### src/rtl/shift_seq_pkg.sv
// Shared types and constants for the shift sequencer and its datapath core.
package shift_seq_pkg;

   localparam int DEFAULT_WIDTH = 8;

   typedef enum logic [1:0] {
      IDLE  = 2'd0,
      SHIFT = 2'd1,
      DONE  = 2'd2
   } state_e;

   // Encoding 2'b11 is reserved and behaves like MODE_LSR.
   localparam logic [1:0] MODE_LSR = 2'b00;
   localparam logic [1:0] MODE_ASR = 2'b01;
   localparam logic [1:0] MODE_ROR = 2'b10;

endpackage

### src/rtl/shift_reg_core.sv
// Shift register datapath: parallel load or one right shift per enabled edge.
module shift_reg_core
   import shift_seq_pkg::*;
#(
   parameter int WIDTH = DEFAULT_WIDTH
) (
   input  logic             clk,
   input  logic             reset_n,
   input  logic             load,
   input  logic             shift,
   input  logic [1:0]       mode,
   input  logic [WIDTH-1:0] load_val,
   output logic [WIDTH-1:0] q
);

   logic [WIDTH-1:0] q_q, q_d;
   logic             fill;

   always_comb begin
      case (mode)
         MODE_ASR: fill = q_q[WIDTH-1];
         MODE_ROR: fill = q_q[0];
         default:  fill = 1'b0;
      endcase
      q_d = q_q;
      if (load) begin
         q_d = load_val;
      end else if (shift) begin
         q_d = {fill, q_q[WIDTH-1:1]};
      end
   end

   always_ff @(posedge clk or negedge reset_n) begin
      if (!reset_n) begin
         q_q <= '0;
      end else begin
         q_q <= q_d;
      end
   end

   assign q = q_q;

endmodule

### src/rtl/shift_sequencer.sv
// Load-then-shift sequencer: accepts a request in IDLE, runs N right shifts,
// pulses done for one cycle. abort returns to IDLE keeping the partial value.
//
// state | meaning
// IDLE  | waiting for start; q held
// SHIFT | one right shift per edge, count decrements to zero
// DONE  | single-cycle completion pulse; q held
module shift_sequencer
   import shift_seq_pkg::*;
#(
   parameter int WIDTH = DEFAULT_WIDTH
) (
   input  logic             clk,
   input  logic             reset_n,
   input  logic             start,
   input  logic             abort,
   input  logic [WIDTH-1:0] load_val,
   input  logic [3:0]       shift_amt,
   input  logic [1:0]       mode,
   output logic [WIDTH-1:0] q,
   output logic             busy,
   output logic             done
);

   localparam int CW = $clog2(WIDTH + 1);

   state_e        state_q, state_d;
   logic [CW-1:0] count_q, count_d;
   logic [1:0]    mode_q, mode_d;
   logic [CW-1:0] amt_clamped;
   logic          load, shift;

   // Saturate the request at WIDTH so count can never wrap.
   always_comb begin
      if (32'(shift_amt) > 32'(WIDTH)) begin
         amt_clamped = CW'(WIDTH);
      end else begin
         amt_clamped = CW'(shift_amt);
      end
   end

   always_comb begin
      state_d = state_q;
      count_d = count_q;
      mode_d  = mode_q;
      load    = 1'b0;
      shift   = 1'b0;
      case (state_q)
         IDLE: begin
            if (start && !abort) begin
               load    = 1'b1;
               mode_d  = mode;
               count_d = amt_clamped;
               state_d = (amt_clamped == '0) ? DONE : SHIFT;
            end
         end
         SHIFT: begin
            if (abort) begin
               count_d = '0;
               state_d = IDLE;
            end else begin
               shift   = 1'b1;
               count_d = count_q - CW'(1);
               if (count_q == CW'(1)) begin
                  state_d = DONE;
               end
            end
         end
         DONE: begin
            count_d = '0;
            state_d = IDLE;
         end
         default: begin
            count_d = '0;
            state_d = IDLE;
         end
      endcase
   end

   always_ff @(posedge clk or negedge reset_n) begin
      if (!reset_n) begin
         state_q <= IDLE;
         count_q <= '0;
         mode_q  <= MODE_LSR;
      end else begin
         state_q <= state_d;
         count_q <= count_d;
         mode_q  <= mode_d;
      end
   end

   shift_reg_core #(
      .WIDTH(WIDTH)
   ) u_core (
      .clk      (clk),
      .reset_n  (reset_n),
      .load     (load),
      .shift    (shift),
      .mode     (mode_q),
      .load_val (load_val),
      .q        (q)
   );

   assign busy = (state_q != IDLE);
   assign done = (state_q == DONE);

endmodule

### config.mk
export PLATFORM = sky130hd
export DESIGN_NAME = shift_sequencer
export DESIGN_NICKNAME = d
export VERILOG_FILES = /design/src/rtl/shift_seq_pkg.sv /design/src/rtl/shift_reg_core.sv /design/src/rtl/shift_sequencer.sv
export SDC_FILE = /design/constraint.sdc
export NUM_CORES = 1
export LEC_CHECK = 0
export ABC_AREA = 1
export CAP_MARGIN = 20
export CORE_MARGIN = 2
export CORE_UTILIZATION = 25
export DETAILED_ROUTE_END_ITERATION = 8
export GPL_TIMING_DRIVEN = 0
export SYNTH_ARGS = -nofsm -noshare
export SYNTH_HDL_FRONTEND = slang
export SYNTH_SLANG_ARGS = --single-unit
### constraint.sdc
create_clock -name clk -period 3.27 [get_ports clk]
set_input_delay 0.654 -clock clk [delete_from_list [all_inputs] [get_ports clk]]
set_output_delay 0.654 -clock clk [all_outputs]
set_load 0.01 [all_outputs]
### After elaboration in Yosys (flattened, before gate mapping)

Index checks and enable logic that the tools add are counted.

| word-level totals | value |
|---|---|
| register bits | 16 |
| bits in latches | 0 |
| memory bits (writable) | 0 |
| ROM bits | 0 |
| input bits | 18 |
| output and inout port bits | 10 |
| word-level logic and storage cells | 40 |
| memories | 0 |

| operators by class | value |
|---|---|
| add/subtract/negate cells | 1 |
| $mul | 0 |
| divide/modulo/power cells | 0 |
| magnitude comparators | 1 |
| equality and inequality tests | 8 |
| shifts and indexed selects | 0 |
| multiplexer cells | 16 |
| bitwise operators | 0 |
| reduce and logical (&&, ||, !) cells | 9 |

Operators by type and width:

| cell | count |
|---|---|
| 8-bit two-way mux | 2 |
| 4-bit two-way mux | 3 |
| 2-bit two-way mux | 4 |
| 4-bit case mux with 2 select lines | 1 |
| 2-bit AND reduction | 3 |
| 2-bit by 1-bit == test with 1-bit output, second input constant | 2 |
| 2-bit == test, second input constant | 2 |
| 4-bit by 1-bit == test with 1-bit output, second input constant | 1 |
| 4-bit > comparator, second input constant | 1 |
| 4-bit zero test | 1 |
| 1-bit two-way mux | 4 |
| 2-bit inequality test, second input constant | 2 |
| 2-bit case mux with 2 select lines | 1 |
| 2-bit nonzero test | 2 |
| 4-bit by 1-bit subtractor with 4-bit output, second input constant | 1 |
| 3-bit inequality test, second input constant | 1 |
| 2-bit zero test | 1 |
| 1-bit case mux with 2 select lines | 1 |
| 1-bit logical AND | 1 |
| 1-bit zero test | 1 |

### Logic depth before layout (Yosys ltp)

| depth | value |
|---|---|
| depth after elaboration | 6 |
| depth in mapped cells | 8 |
| depth with buffers taken out | 8 |

### Hierarchy

A second synthesis with hierarchy kept.

| second synthesis, totals | value |
|---|---|
| cell total of the unflattened synthesis | 124 |
| area total of the unflattened synthesis | 907.1 sq um |

By module, submodules not included:

| module | times used | cells an instance | area an instance (sq um) | sequential area each (sq um) |
|---|---|---|---|---|
| shift_sequencer | 1 | 70 | 494.2 | 200.2 |
| shift_reg_core | 1 | 54 | 412.9 | 200.2 |

### Least setup slack after synthesis

No wires, ideal clock.

| timing | value |
|---|---|
| path kind | input-to-reg |
| from | input start |
| to | register u_core.q_q[1] (netlist: u_core.q[1]) |
| library setup time | 0.119 ns |
| arrival | 1.234 ns |
| required time | 3.151 ns |
| setup slack | 1.917 ns |
| cell stages on the path | 8 |
| buffers on the path | 1 |
| cells stage by stage | inv_1 -> nor2_4 -> nand2_2 -> buf_6 -> nand2_4 -> inv_4 -> nand2_1 -> o21ai_2 |

| between the ends | value |
|---|---|
| word-level cells in the longest chain between the ends | 4 |
| elaborated cells between the ends (all ways) | 5 |
| those cells by class | mux: 3; reduce/logical: 2 |

Ends and longest elaborated chain:

| element | RTL line | text |
|---|---|---|
| start: declaration | shift_sequencer.sv:15 | `input logic start,` |
| 1-bit logical AND * | shift_sequencer.sv:50 | `if (start && !abort) begin` |
| 1-bit two-way mux * | shift_sequencer.sv:50 |  |
| 1-bit two-way mux * | shift_sequencer.sv:48 | `case (state_q)` |
| 8-bit two-way mux / 2-bit nonzero test (equally long branches) | -- |  |
| end signal: assignment | shift_reg_core.sv:37 | `q_q <= q_d;` |
| end: declaration | shift_reg_core.sv:16 | `logic [WIDTH-1:0] q_q, q_d;` |

Mark *: on every way between the ends. The rest lies on a longest branch, timed or not.
A chain may end at the register's enable or synchronous reset.

### Final worst setup path

| timing | value |
|---|---|
| from | register state_q[1] |
| to | output done |

| between the ends | value |
|---|---|
| word-level cells in the longest chain between the ends | 1 |

Ends and longest elaborated chain:

| element | RTL line | text |
|---|---|---|
| start: declaration | shift_sequencer.sv:27 | `state_e state_q, state_d;` |
| start signal: assignment | shift_sequencer.sv:86 | `state_q <= state_d;` |
| 2-bit == test | shift_sequencer.sv:105 | `assign done = (state_q == DONE);` |
| end: declaration | shift_sequencer.sv:22 | `output logic done` |

No other way between the ends.

==> summary.md <==
| Metric | Value |
|---|---|
| Status | finished clean |
| Clock transition at path regs | 0.06 ns |
| Pin count of the biggest net entering global routing | 17 |
| Initial antenna violation count | 0 |
| Final Critical Period | 2.09 ns |
| Avg Inst Size Synth | 7.79 um^2 |
| Drt drc | 0 |
| Hold-fix buffers at CTS | 0 |
| Post-DP HPWL | 1640 um |
| HP Class | flip-flop to flip-flop |
| Share of cells above drive strength 1 | 14.5% |
| Grt ovf | 0 |
| Post-cts resize count | 0 |
| Port Buf Inserts | 27 |
| #FFs+latches synth | 16 |
| CP Buf/Inv Count | 2 |
| Commonest cells after routing, fill and taps aside | nand2_1 (40), clkdlybuf4s50_1 (27), dfrtp_1 (16) |
| DR WL/cell | 10.2 um |
| Root buffer cell | clkbuf_8 |
| Most common cell after layout, fill and taps aside | nand2_1 |
| Max Cap Viol | 0 |
| # fillers | 385 |
| Post-CTS setup buffers | 0 |
| GPL Wtd Cong | 0.811 |
| Full die area | 4280 um^2 |
| Iteration-0 DRC Markers | 32 |
| Fmax | 479 MHz |
| Hold Path Depth | 2 |
| Final Cycle Share | 63.8% |
| Final WL | 2040 um |
| Initial Utilization | 25.9% |
| Worst-Margin Slew | 0.739 ns |
| TritonCTS Buffers | 3 |
| Sequence of cells on the critical path | inv_1 > nor2_1 > clkdlybuf4s50_1 |
| Final setup vio count | 0 |
| Clk_skew | 0.00170 ns |
| Clock Latency Late Sink | 0.24 ns |
| Area of the multi-input gates | 457 um^2 |
| Row Count | 22 |
| Core area | 3630 um^2 |
| Finished Cell Area | 1330 um^2 |
| Yosys cell types | 21 |
| Synthesized instance count | 121 |
| Crit Path Max Fanout | 3 |
| Layout Nets | 173 |
| Syn. warnings | 0 |
| RSZ-0062 raised after global routing | no |
| Mapped Area | 942 um^2 |
| Critical path arrival | 1.43 ns |
| Post-DRT Antenna Nets | 0 |
| Tot GR Track Use | 10.8% |
| Vias per Instance | 4.22 |
| R2r setup slk | 2.03 ns |
| Syn Nets | 141 |
| Layout area overhead | 40.9% |
| Sequential area share after synthesis | 42.5% |
| Register area | 400 um^2 |
| Reg2Reg Depth | 7 |
| Final setup TNS | 0 ns |
| Max-slew headroom | 50.6% |
| Maximum vdd drop | 0.171 mV |
| PwrDens | 803 nW/um^2 |
| Pre-antenna DRT Iters | 4 |
| Highest cell delay on the worst timing path | 0.54 ns |
| Io pins | 28 |
| Leak | 0.000623 uW |
| Critical Path Stages | 3 |
| Crit-path leading delay family | buffers and inverters |
| First-pass GRT wire length | 3570 um |
| CTS tree | built |
| # clock sinks | 16 |
| Total power | 1070 uW |
| Number of max-slew violations in the final report | 0 |
| Worst Path Required | 2.62 ns |
| DP Area | 1270 um^2 |
| Ant. Diodes | 0 |
| CP startpoint kind | flip-flop |
| Slowest-stage cell, CP | clkdlybuf4s50_1 |
| Worst setup EP type | primary output |
| Buffers from clock root to sink, at most | 2 |
| Vias in the first global route | 824 |
| Vias | 844 |
| Die Wd | 65.4 um |
| H-tree levels | 1 |
| Final hold vios | 0 |
| Setup CP Type | flip-flop to primary output |
| Die Ht | 65.4 um |
==> cell usage after synthesis <==
| cell type | instances | area, um^2 |
|---|---|---|
| nor2_1 | 12 | 45.0 |
| nor2_4 | 2 | 22.5 |
| dfrtp_1 | 16 | 400 |
| nand4_1 | 1 | 6.26 |
| nand2_2 | 2 | 12.5 |
| inv_1 | 13 | 48.8 |
| inv_4 | 1 | 6.26 |
| nor3_4 | 1 | 16.3 |
| a21oi_1 | 4 | 20.0 |
| o21ai_2 | 5 | 43.8 |
| nand2_4 | 2 | 22.5 |
| nand2_1 | 40 | 150 |
| buf_6 | 2 | 22.5 |
| xor2_1 | 1 | 8.76 |
| o22ai_1 | 2 | 12.5 |
| ha_1 | 2 | 25.0 |
| o21ai_0 | 6 | 30.0 |
| o211ai_1 | 2 | 15.0 |
| nand3_1 | 4 | 20.0 |
| inv_2 | 2 | 7.51 |
| nor2_2 | 1 | 6.26 |
==> area by class of cell <==
type	instances	share of cell area, %
flip-flops and latches	16	30.2
well taps	48	4.52
clock buffers	4	4.15
repair buffers	27	20.4
plain buffers	2	1.70
multi-input cells	87	34.4
inverters	16	4.71
==> logic make-up (layout without fill, tap and decap cells) <==
kind of cell    count (synthesis)  in the layout  synth area share, %
xor+xnor                        1              1                0.930
fa+ha+maj                       2              2                 2.66
flops                          16             16                 42.5
buf+inv                        18             49                 9.03
simple gates                   65             65                 32.0
compound gates                 19             19                 12.9
==> power by group <==
group	switching, uW	total, uW	leakage [uW]	internal, uW
Sequential	73.8	360	0.000201	286
Combinational	285	537	0.000393	252
Clock	62.4	169	0.0000288	106
==> stage by stage <==
step                      hold WS [ns]  util [%]  setup slack (ns)  std cells
after floorplan                  0.358         -              1.92        121
after global placement           0.488      35.0              1.31        196
after detailed placement         0.502      35.0              1.30        196
after CTS                        0.517      36.5              1.17        200
after global routing             0.545      36.5              1.11        200
final                            0.516      36.5              1.18        200
==> worst paths after layout <==
check                                 start           to
worst max-delay path             state_q[1]         done
worst min-delay path            u_core.q[4]  u_core.q[4]
worst max register to register   state_q[0]  u_core.q[3]
worst min register to register  u_core.q[4]  u_core.q[4]
max in group asynchronous           reset_n  u_core.q[5]
min in group asynchronous           reset_n    mode_q[1]
==> sequential cells by signal, indices dropped and copies added (netlist names) <==
signal / count
count_q: 4
state_q: 2
u_core.q: 8
mode_q: 2
==> routing by layer <==
metal | wire (um) | up-vias | GRT usage, % | share of wire (%)
met5 | 0 | - | 0 | 0
met4 | 14 | 0 | 3.13 | 0.69
met3 | 97 | 2 | 2.74 | 4.8
met2 | 975 | 20 | 17.9 | 48
met1 | 952 | 382 | 13.8 | 47
li1 | - | 440 | - | -
==> worst register-to-register path, stage by stage (launching register included) <==
cell and delay [ns]:
dfrtp_1 0.42, nor2_2 0.22, nand2_2 0.10, buf_6 0.15
nand2_4 0.09, inv_4 0.05, nand2_1 0.05, nand3_1 0.06
No activity file was read; power rests on OpenSTA's default activity.
